### src/rtl/alu_pkg.sv
`default_nettype none
// ============================================================================
// Module   : alu_pkg
// Brief    : Shared encodings for the ALU issue unit: function codes, flag
//            and status bit positions, exception codes, FSM states and the
//            request screening helper.
// Revision : 1.0 - initial release
// ============================================================================
package alu_pkg;

    // Function code field
    localparam int FUNC_W = 3;
    localparam logic [FUNC_W-1:0] FUNC_ADD     = 3'b000;
    localparam logic [FUNC_W-1:0] FUNC_SUB     = 3'b001;
    localparam logic [FUNC_W-1:0] FUNC_MUL     = 3'b010;
    localparam logic [FUNC_W-1:0] FUNC_DIV     = 3'b011;
    localparam logic [FUNC_W-1:0] FUNC_AND     = 3'b100;
    localparam logic [FUNC_W-1:0] FUNC_OR      = 3'b101;
    localparam logic [FUNC_W-1:0] FUNC_NOT     = 3'b110;
    localparam logic [FUNC_W-1:0] FUNC_ILLEGAL = 3'b111;

    // Captured flag vector {overflow, equals, above, zero}
    localparam int FLAG_W        = 4;
    localparam int FLAG_ZERO     = 0;
    localparam int FLAG_ABOVE    = 1;
    localparam int FLAG_EQUALS   = 2;
    localparam int FLAG_OVERFLOW = 3;

    // Sticky status {exc_div0, exc_illegal, overflow, equals, above, zero}
    localparam int STATUS_W         = 6;
    localparam int STAT_EXC_ILLEGAL = 4;
    localparam int STAT_EXC_DIV0    = 5;

    // Exception codes
    localparam int EXC_W = 2;
    localparam logic [EXC_W-1:0] EXC_NONE    = 2'b00;
    localparam logic [EXC_W-1:0] EXC_ILLEGAL = 2'b01;
    localparam logic [EXC_W-1:0] EXC_DIV0    = 2'b10;

    // Issue FSM states
    typedef enum logic [2:0] {
        ST_IDLE  = 3'd0,
        ST_ISSUE = 3'd1,
        ST_WAIT  = 3'd2,
        ST_WB    = 3'd3,
        ST_EXC   = 3'd4
    } state_t;

    // Classify a request before it reaches the ALU; EXC_NONE means issue it.
    function automatic logic [EXC_W-1:0] screen_request(
        input logic [FUNC_W-1:0] func,
        input logic              op2_is_zero
    );
        logic [EXC_W-1:0] code;
        code = EXC_NONE;
        if (func == FUNC_ILLEGAL) begin
            code = EXC_ILLEGAL;
        end else if ((func == FUNC_DIV) && op2_is_zero) begin
            code = EXC_DIV0;
        end
        return code;
    endfunction

endpackage : alu_pkg
`default_nettype wire

### src/rtl/alu_settle_counter.sv
`default_nettype none
// ============================================================================
// Module   : alu_settle_counter
// Brief    : Loadable down-counter that stops at zero; o_done is high while
//            the count is zero. Times the operand settle window.
// Revision : 1.0 - initial release
// ============================================================================
module alu_settle_counter #(
    parameter int CNT_W = 1
) (
    input  logic             clk,
    input  logic             rst,
    input  logic             i_load,
    input  logic             i_en,
    input  logic [CNT_W-1:0] i_load_value,
    output logic             o_done
);

    logic [CNT_W-1:0] r_count;

    // Load takes priority; otherwise count down while enabled, saturating at 0.
    always_ff @(posedge clk) begin
        if (rst) begin
            r_count <= '0;
        end else if (i_load) begin
            r_count <= i_load_value;
        end else if (i_en && (r_count != '0)) begin
            r_count <= r_count - 1'b1;
        end
    end

    assign o_done = (r_count == '0);

endmodule : alu_settle_counter
`default_nettype wire

### src/rtl/alu_issue_unit.sv
`default_nettype none
// ============================================================================
// Module   : alu_issue_unit
// Brief    : Initiator side of the ALU operand/function interface. Accepts
//            requests over valid/ready, screens illegal functions and divide
//            by zero, drives the combinational ALU for a settle window, then
//            captures result/flags and strobes writeback or exception.
// Revision : 1.0 - initial release
// ============================================================================
module alu_issue_unit
    import alu_pkg::*;
#(
    parameter int WIDTH         = 32,
    parameter int SETTLE_CYCLES = 2,
    parameter int REG_ADDR_W    = 5
) (
    input  logic                  clk,
    input  logic                  reset,
    // request from control unit
    input  logic                  req_valid,
    output logic                  req_ready,
    input  logic [FUNC_W-1:0]     req_func,
    input  logic [WIDTH-1:0]      req_op1,
    input  logic [WIDTH-1:0]      req_op2,
    input  logic [REG_ADDR_W-1:0] req_rd,
    // combinational ALU
    output logic [WIDTH-1:0]      alu_op1,
    output logic [WIDTH-1:0]      alu_op2,
    output logic [FUNC_W-1:0]     alu_func,
    input  logic [WIDTH-1:0]      alu_result,
    input  logic                  alu_overflow,
    input  logic                  alu_equals,
    input  logic                  alu_above,
    input  logic                  alu_zero,
    // writeback
    output logic                  wb_valid,
    output logic [REG_ADDR_W-1:0] wb_rd,
    output logic [WIDTH-1:0]      wb_data,
    output logic [FLAG_W-1:0]     wb_flags,
    // exceptions and status
    output logic                  exc_valid,
    output logic [EXC_W-1:0]      exc_code,
    output logic [STATUS_W-1:0]   status,
    input  logic                  status_clr
);

    // Counter holds values 0 .. SETTLE_CYCLES-1
    localparam int c_cnt_w = (SETTLE_CYCLES > 1) ? $clog2(SETTLE_CYCLES) : 1;
    localparam logic [c_cnt_w-1:0] c_settle_load = c_cnt_w'(SETTLE_CYCLES - 1);

    state_t r_state;
    state_t w_state_next;

    logic                  w_accept;
    logic                  w_cnt_load;
    logic                  w_cnt_en;
    logic                  w_cnt_done;
    logic                  w_capture;
    logic                  w_wb_valid;
    logic                  w_exc_valid;
    logic [EXC_W-1:0]      w_screen;
    logic [FLAG_W-1:0]     w_alu_flags;
    logic [STATUS_W-1:0]   w_status_set;
    logic [STATUS_W-1:0]   w_status_next;

    logic                  r_req_ready;
    logic [FUNC_W-1:0]     r_func;
    logic [WIDTH-1:0]      r_op1;
    logic [WIDTH-1:0]      r_op2;
    logic [REG_ADDR_W-1:0] r_rd;
    logic [EXC_W-1:0]      r_exc_code;
    logic [WIDTH-1:0]      r_alu_op1;
    logic [WIDTH-1:0]      r_alu_op2;
    logic [FUNC_W-1:0]     r_alu_func;
    logic [REG_ADDR_W-1:0] r_wb_rd;
    logic [WIDTH-1:0]      r_wb_data;
    logic [FLAG_W-1:0]     r_wb_flags;
    logic [STATUS_W-1:0]   r_status;

    assign w_screen = screen_request(req_func, (req_op2 == '0));

    // State register; synchronous reset aborts any in-flight operation.
    always_ff @(posedge clk) begin
        if (reset) begin
            r_state <= ST_IDLE;
        end else begin
            r_state <= w_state_next;
        end
    end

    // Next-state and per-state controls. Strobes are masked by reset so an
    // aborted operation never emits writeback or exception.
    always_comb begin
        w_state_next = r_state;
        w_accept     = 1'b0;
        w_cnt_load   = 1'b0;
        w_cnt_en     = 1'b0;
        w_capture    = 1'b0;
        w_wb_valid   = 1'b0;
        w_exc_valid  = 1'b0;
        case (r_state)
            ST_IDLE: begin
                if (req_valid && r_req_ready) begin
                    w_accept     = 1'b1;
                    w_state_next = (w_screen == EXC_NONE) ? ST_ISSUE : ST_EXC;
                end
            end
            ST_ISSUE: begin
                w_cnt_load   = 1'b1;
                w_state_next = ST_WAIT;
            end
            ST_WAIT: begin
                w_cnt_en = 1'b1;
                if (w_cnt_done) begin
                    w_capture    = 1'b1;
                    w_state_next = ST_WB;
                end
            end
            ST_WB: begin
                w_wb_valid   = ~reset;
                w_state_next = ST_IDLE;
            end
            ST_EXC: begin
                w_exc_valid  = ~reset;
                w_state_next = ST_IDLE;
            end
            default: begin
                w_state_next = ST_IDLE;
            end
        endcase
    end

    // Settle window timer, loaded in ISSUE and counted down in WAIT.
    alu_settle_counter #(
        .CNT_W (c_cnt_w)
    ) u_settle_cnt (
        .clk          (clk),
        .rst          (reset),
        .i_load       (w_cnt_load),
        .i_en         (w_cnt_en),
        .i_load_value (c_settle_load),
        .o_done       (w_cnt_done)
    );

    // Flags are taken verbatim from the ALU; nothing is recomputed locally.
    always_comb begin
        w_alu_flags                = '0;
        w_alu_flags[FLAG_OVERFLOW] = alu_overflow;
        w_alu_flags[FLAG_EQUALS]   = alu_equals;
        w_alu_flags[FLAG_ABOVE]    = alu_above;
        w_alu_flags[FLAG_ZERO]     = alu_zero;
    end

    // Sticky status: a clear and a set in the same cycle leaves the set bit.
    always_comb begin
        w_status_set = '0;
        if (r_state == ST_WB) begin
            w_status_set[FLAG_W-1:0] = r_wb_flags;
        end else if (r_state == ST_EXC) begin
            if (r_exc_code == EXC_DIV0) begin
                w_status_set[STAT_EXC_DIV0] = 1'b1;
            end else begin
                w_status_set[STAT_EXC_ILLEGAL] = 1'b1;
            end
        end
        w_status_next = (status_clr ? '0 : r_status) | w_status_set;
    end

    // Request latch, ALU drive, result capture, ready and status registers.
    always_ff @(posedge clk) begin
        if (reset) begin
            r_req_ready <= 1'b0;
            r_func      <= '0;
            r_op1       <= '0;
            r_op2       <= '0;
            r_rd        <= '0;
            r_exc_code  <= '0;
            r_alu_op1   <= '0;
            r_alu_op2   <= '0;
            r_alu_func  <= '0;
            r_wb_rd     <= '0;
            r_wb_data   <= '0;
            r_wb_flags  <= '0;
            r_status    <= '0;
        end else begin
            // ready is registered so it rises one cycle after reset releases
            r_req_ready <= (w_state_next == ST_IDLE);
            if (w_accept) begin
                r_func <= req_func;
                r_op1  <= req_op1;
                r_op2  <= req_op2;
                r_rd   <= req_rd;
                if (w_screen != EXC_NONE) begin
                    r_exc_code <= w_screen;
                end
            end
            // ALU inputs only change on ISSUE, so they hold through WAIT/EXC
            if (r_state == ST_ISSUE) begin
                r_alu_op1  <= r_op1;
                r_alu_op2  <= r_op2;
                r_alu_func <= r_func;
            end
            if (w_capture) begin
                r_wb_data  <= alu_result;
                r_wb_flags <= w_alu_flags;
                r_wb_rd    <= r_rd;
            end
            r_status <= w_status_next;
        end
    end

    assign req_ready = r_req_ready;
    assign alu_op1   = r_alu_op1;
    assign alu_op2   = r_alu_op2;
    assign alu_func  = r_alu_func;
    assign wb_valid  = w_wb_valid;
    assign wb_rd     = r_wb_rd;
    assign wb_data   = r_wb_data;
    assign wb_flags  = r_wb_flags;
    assign exc_valid = w_exc_valid;
    assign exc_code  = r_exc_code;
    assign status    = r_status;

endmodule : alu_issue_unit
`default_nettype wire
### config.mk
export PLATFORM = sky130hd
export DESIGN_NAME = alu_issue_unit
export DESIGN_NICKNAME = d
export VERILOG_FILES = /design/src/rtl/alu_pkg.sv /design/src/rtl/alu_settle_counter.sv /design/src/rtl/alu_issue_unit.sv
export SDC_FILE = /design/constraint.sdc
export NUM_CORES = 1
export LEC_CHECK = 0
export ABC_AREA = 1
export CAP_MARGIN = 20
export CORE_MARGIN = 3
export CORE_UTILIZATION = 39
export DETAILED_ROUTE_END_ITERATION = 10
export PLACE_DENSITY = 0.82
export SLEW_MARGIN = 20
export SYNTH_ARGS = -nofsm -noshare
export SYNTH_HDL_FRONTEND = slang
export SYNTH_HIERARCHICAL = 1
export SYNTH_SLANG_ARGS = --single-unit
export TNS_END_PERCENT = 1
### constraint.sdc
create_clock -name clk -period 2.5 [get_ports clk]
set_input_delay 0.5 -clock clk [delete_from_list [all_inputs] [get_ports clk]]
set_output_delay 0.5 -clock clk [all_outputs]
set_load 0.01 [all_outputs]
# --- After elaboration in Yosys (flattened, before gate mapping) ---
# Cells that the tools add are included.
word_totals:
  reg_bits: 193
  latch_bits: 0
  ramBits: 0
  rom_bits: 0
  in_bits: 112
  out_inout_bits: 119
  n_memories: 0
op_classes:
  add_sub_neg: 1
  n_mul: 0
  div: 0
  magnitude_cmp: 0
  n_eq_ne: 7
  n_shift: 0
  n_mux: 22
  n_bitwise: 2
  n_reduce_logical: 10
ops:
  columns: ["cell", "count"]
  rows:
  - ["logical NOT 32 bit", 1]
  - ["two-way mux 1 bit", 12]
  - ["equality test 3 x 2 -> 1 bit, second input constant", 3]
  - ["two-way mux 3 bit", 3]
  - ["case mux 3 bit (3 select lines)", 1]
  - ["two-way mux 2 bit", 4]
  - ["equality test 3 bit, second input constant", 2]
  - ["logical NOT 3 bit", 2]
  - ["two-way mux 6 bit", 1]
  - ["bitwise OR 6 bit", 1]
  - ["two-way mux 4 bit", 1]
  - ["nonzero test 2 bit", 2]
  - ["equality test 3 x 1 -> 1 bit, second input constant", 1]
  - ["logical AND 1 bit", 3]
  - ["equality test 2 bit, second input constant", 1]
  - ["logical NOT 2 bit", 1]
  - ["AND reduction 2 bit", 1]
  - ["NOT 1 bit", 1]
  - ["subtractor 1 bit, second input constant", 1]

# --- Depth between registers and ports, before layout ---
# Gate-level depths: netlist (run 1).
logic_depth:
  word_depth: 9
  ltp_mapped: 9
  mapped_depth_nobuf: 9

# --- Hierarchy ---
# Netlist (run 1), hierarchy kept.
modules_own_cells:
  columns: ["module", "n_inst", "cells_each", "area_per_inst_um2"]
  rows:
  - ["alu_issue_unit", 1, 880, 6840.3]
  - ["alu_settle_counter", 1, 9, 51.3]

# --- Worst setup path after synthesis (run 1) ---
# No wires, ideal clock.
synth_timing:
  path_kind: "input port to output port"
  startpoint: "input port reset"
  endpoint: "output port wb_valid"
  arrival_time_ps: 975
  path_slack_ps: 1025
  stages: 4
  path_buffers: 1
  path_cell_list: "inv_1 buf_2 nand4_1 inv_1"
synth_via:
  elab_chain_len: 2
synth_lines:
  columns: ["element", "line_no", "source"]
  rows:
  - ["start: declaration", "alu_issue_unit.sv:18", "input logic reset,"]
  - ["NOT 1 bit", "alu_issue_unit.sv:120", "w_wb_valid = ~reset;"]
  - ["two-way mux 1 bit", "alu_issue_unit.sv:101", "case (r_state)"]
  - ["end: declaration", "alu_issue_unit.sv:36", "output logic wb_valid,"]
# No other way between the ends.

# --- Final worst setup path (run 1) ---
layout_timing:
  startpoint: "register r_state[0]"
  endpoint: "output port exc_valid"
layout_via:
  elab_chain_len: 2
layout_lines:
  columns: ["element", "line_no", "source"]
  rows:
  - ["start: declaration", "alu_issue_unit.sv:51", "state_t r_state;"]
  - ["start signal: assignment", "alu_issue_unit.sv:87", "r_state <= w_state_next;"]
  - ["equality test 3 bit", "alu_issue_unit.sv:101", null]
  - ["two-way mux 1 bit", "alu_issue_unit.sv:101", null]
  - ["end: declaration", "alu_issue_unit.sv:41", "output logic exc_valid,"]
# No other way between the ends.

==> results of run 1 <==
[layout by cell type, fill, tap and decap left out, drive strengths merged]
cell type,count
clkinv,5
a21oi,121
nor3,2
buf,15
dfxtp,193
nand3,48
nand2,194
bufinv,2
inv,32
clkdlybuf4s50,229
clkinvlp,1
clkbuf,21
nor2,154
o21ai,80
nand4,3
a32o,1
conb,1
[power breakdown]
group / switching [mW] / internal (mW) / total [mW] / leakage (nW)
logic: 0.533 / 0.452 / 0.985 / 1.65
registers: 0.105 / 3.28 / 3.39 / 1.57
clock network: 1.18 / 1.56 / 2.74 / 0.294
total: 1.82 / 5.30 / 7.11 / 3.51
[tightest hold or removal path, cell delays in order]
cell	delay, ns
buf_4	0.09
inv_2	0.05
nand3_1	0.09
o21ai_0	0.07
[routing by layer]
metal	global-route usage	vias up
met5	0	-
met4	0.0577	0
met3	0.0528	24
met2	0.328	201
met1	0.238	2952
li1	-	3263
[synthesized netlist by cell type]
cell      number  area share
dfxtp_1      193        0.56
nand2_1      193        0.11
nor2_1       153       0.083
a21oi_1      121       0.088
o21ai_0       74       0.054
nand3_1       47       0.034
clkbuf_1      27       0.015
inv_1         25       0.014
buf_2         18       0.013
buf_4         12       0.013
o21ai_1        6      0.0044
inv_2          4      0.0022
buf_1          3      0.0016
clkbuf_2       3      0.0022
nand4_1        2      0.0018
nor3_1         2      0.0015
a32o_1         1      0.0015
conb_1         1     0.00054
nand2_2        1     0.00091
nand3_2        1      0.0015
nand4_2        1      0.0018
nor2_2         1     0.00091
[area by class of cell]
type	instances	area, sq um	share of cell area
Timing Repair Buffer	244	2430	0.246
Inverter	29	109	0.0110
Tap cell	220	275	0.0278
Sequential cell	193	3860	0.390
Multi-Input combinational cell	604	2620	0.265
Clock inverter	11	126	0.0128
Clock buffer	21	470	0.0475
[state kept, by name, indices dropped and copies added (netlist names)]
name                  count
u_settle_cnt/r_count      1
req_ready                 1
r_state                   3
r_op2                    32
alu_op1                  32
alu_func                  3
wb_data                  32
wb_flags                  4
alu_op2                  32
r_op1                    32
r_func                    3
exc_code                  2
status                    6
wb_rd                     5
r_rd                      5
[cell families (layout without fill, tap and decap cells)]
kind of cell / count (synthesis) / in the layout / synth area share
AO/OA/AOI/OAI: 202 / 202 / 0.147
buffers and inverters: 92 / 305 / 0.0605
flip-flops: 193 / 193 / 0.561
other: 1 / 1 / 0.000544
AND/OR/NAND/NOR: 401 / 401 / 0.231
[worst min-delay path by stage]
stage / cells after the start / start / endpoint
after global placement: 2 / r_op1[18] / alu_op1[18]
after global routing: 4 / reset / status[4]
after detailed placement: 2 / r_op2[24] / alu_op2[24]
after floorplan: 2 / r_op2[2] / alu_op2[2]
final: 4 / reset / status[4]
after CTS: 4 / reset / status[4]
[per-stage QoR]
step	worst slack, ns	hold WS (ns)
after floorplan	1.02	0.436
after global placement	0.393	0.444
after detailed placement	0.401	0.450
after CTS	0.271	0.414
after global routing	0.187	0.449
final	0.298	0.432
==> flow_metrics.env, run 1 <==
export IMPL_power_leakage_nw=3.51
export IMPL_top_layer="met4"
export IMPL_cp_max_fo=4
export IMPL_peakVddDrop_mv=0.473
export IMPL_fin_crit_ns=2.20
export IMPL_synthesis_nets=1001
export IMPL_antenna_found_initial=0
export IMPL_placed_cells=1290
export IMPL_wl_per_cell_microns=14.5
export IMPL_placed_area_sq_um=9300
export IMPL_ys_seq_elements=193
export IMPL_met3WireLength_microns=1260
export IMPL_first_pass_iters=6
export IMPL_status="complete, no violations"
export IMPL_vias_per_cell=4.87
export IMPL_clockBufferDepth=2
export IMPL_cp_endpoint="exc_valid"
export IMPL_place_congestion=0.826
export IMPL_cts_hold_buf=0
export IMPL_dr_first_iter_drc_count=342
export IMPL_post_cts_setup_buffers=0
export IMPL_maxSlewViolCount=0
export IMPL_setup_tns_ns=0
export IMPL_cts_tree="done"
export IMPL_layout_nets=1201
export IMPL_synth_distinct_cells=22
export IMPL_wl_met1_microns=8360
export IMPL_avgSynthCellArea_sq_um=7.75
export IMPL_port_buffers=230
export IMPL_dr_total_vias=6440
export IMPL_hpwl_microns=13000
export IMPL_worst_setup_path_type="reg -> out"
export IMPL_fin_skew_ns=0.00989
export IMPL_critPathBufInv=2
export IMPL_synth_area_sq_um=6890
export IMPL_syn_inst=889
export IMPL_cp_startpoint="r_state[0]"
export IMPL_grt_pass1_vias=6066
export IMPL_drive_gt1_frac=0.0499
export IMPL_die_w_microns=139
export IMPL_cts_sinks=193
export IMPL_grt_max_degree=84
export IMPL_clk_pin_slew_ns=0.07
export IMPL_io_pins=231
export IMPL_dieArea_sq_um=19300
export IMPL_overflow=0
export IMPL_rsz0062_at_grt="false"
export IMPL_cp_slowest_cell="clkdlybuf4s50_1"
export IMPL_required_ns=2.00
export IMPL_timing_rr_end="alu_func[0]"
export IMPL_cp_num_cells=4
export IMPL_grt_pass1_wl_microns=30700
export IMPL_antenna_left=0
export IMPL_die_height_microns=139
export IMPL_core_area_sq_um=16900
export IMPL_worstMarginPinSlew_ns=0.745
export IMPL_cts_root_buf="clkbuf_16"
export IMPL_power_density_nw_per_um2=719
export IMPL_postCtsResizedCells=0
export IMPL_end_kind="output pin"
export IMPL_hp_class="in -> reg"
export IMPL_r2r_start="r_state[2]"
export IMPL_rr_worst_depth=6
export IMPL_syn_to_final_growth_pct=43.6
export IMPL_final_core_util=0.584
export IMPL_arrival_ns=1.70
export IMPL_antennaDiodeCount=0
export IMPL_drcViolationCount=0
export IMPL_cts_buffers=17
export IMPL_fillCellCount=1527
export IMPL_yosysWarnings=6
export IMPL_cp_cell_sequence="nor2_2 -> nand3_1 -> inv_1 -> clkdlybuf4s50_1"
export IMPL_reg2reg_slack_ns=0.92
export IMPL_ys_seq_area_frac=0.561
export IMPL_max_freq_mhz=454
export IMPL_gr_usage_all_layers=0.192
export IMPL_relSlewSlack=0.504
export IMPL_crit_path_start_kind="flip-flop"
export IMPL_routed_wl_microns=19100
export IMPL_crit_family="buffers and inverters"
export IMPL_initial_core_util=0.407
export IMPL_setup_viol=0
export IMPL_hold_viol=0
export IMPL_fin_area_sq_um=9890
export IMPL_fin_cells=1322
export IMPL_clk_latency_ns=0.42
export IMPL_h_tree_depth=4
export IMPL_rows=47
export IMPL_maxCapViolCount=0
export IMPL_fin_crit_sh=0.881
export IMPL_cpPeakStageDelay_ns=0.53
export IMPL_met2_length_microns=9150
export IMPL_total_power_mw=7.11
(Power assumes the default switching activity.)
==> inputs of run 2 (changes only) <==
Settings changed: CAP_MARGIN 20 to default, CORE_UTILIZATION 39 to 49, GPL_TIMING_DRIVEN from default to 0, PLACE_DENSITY 0.82 to 0.95.
==> run 2 against run 1 <==
Against the previous run: die area down 20%; register-to-register slack about the same; worst hold slack better by 0.027 ns; via count up 8.1%.
==> flow_metrics.env, run 2 (same netlist as run 1, synthesis figures left out) <==
export IMPL_cp_startpoint="reset"
export IMPL_wl_met1_microns=8690
export IMPL_top_layer="met4"
export IMPL_antennaDiodeCount=0
export IMPL_hpwl_microns=15700
export IMPL_cp_endpoint="wb_valid"
export IMPL_hp_class="reg -> reg"
export IMPL_grt_pass1_wl_microns=33600
export IMPL_fillCellCount=980
export IMPL_fin_skew_ns=0.00572
export IMPL_fin_ws_ns=0.197
export IMPL_layout_nets=1251
export IMPL_rr_worst_depth=6
export IMPL_power_density_nw_per_um2=722
export IMPL_cts_sinks=193
export IMPL_io_pins=231
export IMPL_crit_path_start_kind="primary input"
export IMPL_antenna_found_initial=0
export IMPL_required_ns=2.00
export IMPL_antenna_left=0
export IMPL_met2_length_microns=10500
export IMPL_drcViolationCount=0
export IMPL_status="complete, no violations"
export IMPL_cp_max_fo=10
export IMPL_die_height_microns=125
export IMPL_vias_per_cell=5.24
export IMPL_cts_buffers=17
export IMPL_setup_tns_ns=0
export IMPL_maxCapViolCount=0
export IMPL_wl_per_cell_microns=16.1
export IMPL_dieArea_sq_um=15500
export IMPL_dr_first_iter_drc_count=525
export IMPL_p_int_mw=5.35
export IMPL_maxSlewViolCount=0
export IMPL_overflow=0
export IMPL_hold_viol=0
export IMPL_fin_crit_ns=2.30
export IMPL_core_area_sq_um=13500
export IMPL_worst_setup_path_type="in -> out"
export IMPL_final_common_cell="clkdlybuf4s50_1"
export IMPL_fin_crit_sh=0.921
export IMPL_reg2reg_slack_ns=0.92
export IMPL_clkPwrFrac=0.386
export IMPL_mostFrequentLayoutCells="clkdlybuf4s50_1, nand2_1, dfxtp_1"
export IMPL_p_comb_frac=0.146
export IMPL_dr_total_vias=6960
export IMPL_place_congestion=0.851
export IMPL_clk_pin_slew_ns=0.07
export IMPL_fin_cells=1327
export IMPL_clockBufferDepth=2
export IMPL_drive_gt1_frac=0.0634
export IMPL_cts_root_buf="clkbuf_16"
export IMPL_h_tree_depth=4
export IMPL_met3WireLength_microns=1410
export IMPL_peakVddDrop_mv=0.542
export IMPL_setup_viol=0
export IMPL_die_w_microns=125
export IMPL_routed_wl_microns=21400
export IMPL_rows=42
export IMPL_max_freq_mhz=434
export IMPL_syn_to_final_growth_pct=45.6
export IMPL_rsz0062_at_grt="false"
export IMPL_placed_cells=1295
export IMPL_final_core_util=0.743
export IMPL_port_buffers=230
export IMPL_netSwitchingPower_mw=1.89
export IMPL_first_pass_iters=5
export IMPL_arrival_ns=1.80
export IMPL_pre_cts_ws_ns=-0.277
export IMPL_worstMarginPinSlew_ns=0.725
export IMPL_seqPwrFrac=0.468
export IMPL_power_leakage_nw=3.64
export IMPL_gr_usage_all_layers=0.268
export IMPL_switching_share=0.261
export IMPL_grt_max_degree=18
export IMPL_end_kind="output pin"
export IMPL_timing_rr_end="r_func[0]"
export IMPL_grt_pass1_vias=6745
export IMPL_relSlewSlack=0.517
export IMPL_initial_core_util=0.510
export IMPL_r2r_start="r_state[0]"
export IMPL_clk_latency_ns=0.42
export IMPL_cts_tree="done"
run 2: cell type report:
cell class | count | area, sq um | area share
inverters | 29 | 109 | 0.0109
clock buffers | 17 | 425 | 0.0424
well taps | 176 | 220 | 0.0220
clock inverters | 14 | 180 | 0.0180
repair buffers | 231 | 2310 | 0.230
flip-flops and latches | 193 | 3860 | 0.385
plain buffers | 63 | 314 | 0.0313
multi-input cells | 604 | 2610 | 0.260
run 2: layer usage:
layer	vias up	track usage
met5	-	0
met4	0	0.117
met3	58	0.0652
met2	254	0.469
met1	3272	0.311
li1	3376	-
run 2: worst min-delay path by stage:
stage | start | to | slack (ns) | cells after the start
floorplan | r_op2[2] | alu_op2[2] | 0.44 | 2
global placement | r_op1[20] | alu_op1[20] | 0.44 | 2
detailed placement | wb_data[14] | wb_data[14] | 0.45 | 2
CTS | r_op1[20] | alu_op1[20] | 0.46 | 2
global route | r_op1[24] | alu_op1[24] | 0.48 | 2
finish | r_op1[8] | alu_op1[8] | 0.46 | 2
run 2: power by group through the flow:
| stage | Clock, mW | Combinational (mW) | Sequential [mW] |
|---|---|---|---|
| after global placement | 0 | 1.02 | 3.44 |
| after global routing | 2.91 | 1.17 | 3.41 |
| after CTS | 2.81 | 1.06 | 3.39 |
| after detailed placement | 0 | 1.04 | 3.46 |
| after floorplan | 0 | 0.524 | 3.47 |
| final | 2.79 | 1.06 | 3.39 |
run 2: worst max-delay path, cell delays in order:
cell             delay (ns)
clkdlybuf4s50_1        0.47
inv_1                  0.12
buf_6                  0.17
nand4_1                0.18
inv_1                  0.09
dlygate4sd2_1          0.26
run 2: timing repair:
| item | CTS | global route |
|---|---|---|
| hold buffers | 0 | 0 |
| gates resized for setup | 4 | 0 |
| setup buffers | 1 | 0 |
| hold endpoints to repair | 0 | 0 |
| endpoints found under the setup margin | 2 | 0 |
run 2: per-stage QoR:
stage / hold slack, ns / power, mW / cell area [sq um]
floorplan: 0.436 / 3.99 / 6890
global placement: 0.444 / 4.46 / 9410
detailed placement: 0.451 / 4.50 / 9410
CTS: 0.461 / 7.26 / 10000
global route: 0.479 / 7.49 / 10000
finish: 0.459 / 7.24 / 10000
==> inputs of run 3 (changes only) <==
Settings changed: CELL_PAD_IN_SITES_DETAIL_PLACEMENT from default to 1, CELL_PAD_IN_SITES_GLOBAL_PLACEMENT from default to 2, CORE_UTILIZATION 49 to 27.
==> run 3 against run 2 <==
Against the previous run: non-clock buffer count rose by 2; first-iteration DRC count fell by 54%; die area rose by 77%; setup slack improved by 0.10 ns; maximum frequency rose by 4.7%; total power rose by 0.29%; sequential share of layout area fell by 0.75 points; clock power barely moved; register-to-register slack improved by 0.02 ns; via count fell by 4.7%; clock skew rose by 0.0060 ns.
==> flow_metrics.env, run 3 (same netlist as run 1, synthesis figures left out) <==
export IMPL_status="complete, no violations"
export IMPL_pre_cts_ws_ns=-0.393
export IMPL_place_congestion=0.738
export IMPL_cp_num_cells=4
export IMPL_port_buffers=230
export IMPL_fin_crit_ns=2.20
export IMPL_fin_skew_ns=0.0117
export IMPL_cp_endpoint="exc_valid"
export IMPL_fin_cells=1479
export IMPL_rows=57
export IMPL_cp_max_fo=4
export IMPL_initial_core_util=0.279
export IMPL_wl_per_cell_microns=16.8
export IMPL_clockBufferDepth=2
export IMPL_fin_ws_ns=0.299
export IMPL_maxCapViolCount=0
export IMPL_routed_wl_microns=24900
export IMPL_rsz0062_at_grt="false"
export IMPL_grt_pass1_wl_microns=39000
export IMPL_syn_to_final_growth_pct=48.4
export IMPL_cts_tree="done"
export IMPL_vias_per_cell=4.48
export IMPL_antenna_left=0
export IMPL_antenna_found_initial=0
export IMPL_peakVddDrop_mv=0.403
export IMPL_required_ns=2.00
export IMPL_layout_nets=1253
export IMPL_crit_family="buffers and inverters"
export IMPL_core_area_sq_um=24700
export IMPL_first_pass_iters=5
export IMPL_die_height_microns=166
export IMPL_timing_rr_end="alu_op1[13]"
export IMPL_cts_buffers=17
export IMPL_maxSlewViolCount=0
export IMPL_end_kind="output pin"
export IMPL_rr_worst_depth=6
export IMPL_total_power_mw=7.27
export IMPL_dr_first_iter_drc_count=241
export IMPL_arrival_ns=1.70
export IMPL_worstMarginPinSlew_ns=0.687
export IMPL_fin_area_sq_um=10200
export IMPL_hpwl_microns=18700
export IMPL_cp_startpoint="r_state[0]"
export IMPL_crit_path_start_kind="flip-flop"
export IMPL_max_freq_mhz=454
export IMPL_setup_tns_ns=0
export IMPL_power_density_nw_per_um2=710
export IMPL_mostFrequentLayoutCells="clkdlybuf4s50_1, nand2_1, dfxtp_1"
export IMPL_io_pins=231
export IMPL_cp_cell_sequence="nor2_2 -> nand3_1 -> inv_1 -> clkdlybuf4s50_1"
export IMPL_clk_latency_ns=0.43
export IMPL_drive_gt1_frac=0.0667
export IMPL_dieArea_sq_um=27500
export IMPL_overflow=0
export IMPL_power_leakage_nw=3.65
export IMPL_whs_path_depth=4
export IMPL_relSlewSlack=0.542
export IMPL_hp_class="in -> reg"
export IMPL_hold_viol=0
export IMPL_cts_root_buf="clkbuf_16"
export IMPL_setup_viol=0
export IMPL_grt_pass1_vias=7000
export IMPL_reg2reg_slack_ns=0.94
export IMPL_gr_usage_all_layers=0.179
export IMPL_grt_max_degree=19
export IMPL_final_core_util=0.415
export IMPL_die_w_microns=166
export IMPL_placed_cells=1443
export IMPL_cp_slowest_cell="clkdlybuf4s50_1"
export IMPL_cts_sinks=193
export IMPL_r2r_start="r_state[0]"
export IMPL_fin_crit_sh=0.880
export IMPL_placed_area_sq_um=9600
export IMPL_critPathBufInv=2
export IMPL_drcViolationCount=0
export IMPL_dr_total_vias=6633
export IMPL_final_common_cell="clkdlybuf4s50_1"
export IMPL_h_tree_depth=4
export IMPL_clk_pin_slew_ns=0.07
export IMPL_cpPeakStageDelay_ns=0.57
export IMPL_whs_ns=0.447
export IMPL_worst_setup_path_type="reg -> out"
-- run 3: cell types whose count changed in the layout (fill, tap and decap cells not counted), sizes merged --
cell,delta
clkbuf,+2
inv,+3
buf,+2
dlymetal6s2s,+1
clkdlybuf4s50,+1
bufinv,-2
dlygate4sd2,-2
diode,+1
clkinv,-2
-- run 3: layout make-up --
class / count / area [sq um]
fillers: 3018 / 14400
clock buffers: 19 / 453
flip-flops and latches: 193 / 3860
repair buffers: 233 / 2330
inverters: 29 / 109
diodes: 1 / 2.50
well taps: 324 / 405
multi-input cells: 604 / 2610
clock inverters: 13 / 140
plain buffers: 63 / 318
-- run 3: worst register-to-register path, stage by stage (launching register included) --
cell and delay (ns):
dfxtp_1 0.41, nand3_2 0.25, inv_2 0.18, buf_4 0.23, buf_4 0.22, nand2_1 0.07, a21oi_1 0.13
-- run 3: worst min-delay path by stage --
stage | endpoint | start | slack [ns]
6_report | u_settle_cnt/r_count | reset | 0.45
5_1_grt | u_settle_cnt/r_count | reset | 0.47
4_1_cts | alu_op2[27] | r_op2[27] | 0.46
3_5_place_dp | alu_op2[27] | r_op2[27] | 0.45
3_3_place_gp | alu_op2[5] | r_op2[5] | 0.45
2_1_floorplan | alu_op2[2] | r_op2[2] | 0.44
-- run 3: report_power, final --
part | leakage (nW) | switching [mW] | internal [mW]
logic | 1.79 | 0.607 | 0.484
registers | 1.57 | 0.107 | 3.28
clock network | 0.287 | 1.32 | 1.47
total | 3.65 | 2.03 | 5.23
-- run 3: repair_timing --
item,CTS,global route
setup buffers,3,0
pin swaps,1,0
endpoints found under the setup margin,2,2
hold endpoints to repair,0,0
resized for setup,3,2
hold buffers,0,0
-- run 3: routing by layer --
metal  global-route usage  share of wire  up-vias
met5                    0              0        -
met2                0.307           0.49      136
met3               0.0438          0.041       20
met1                0.225           0.45     3102
met4               0.0488          0.016        0
li1                     -              -     3375
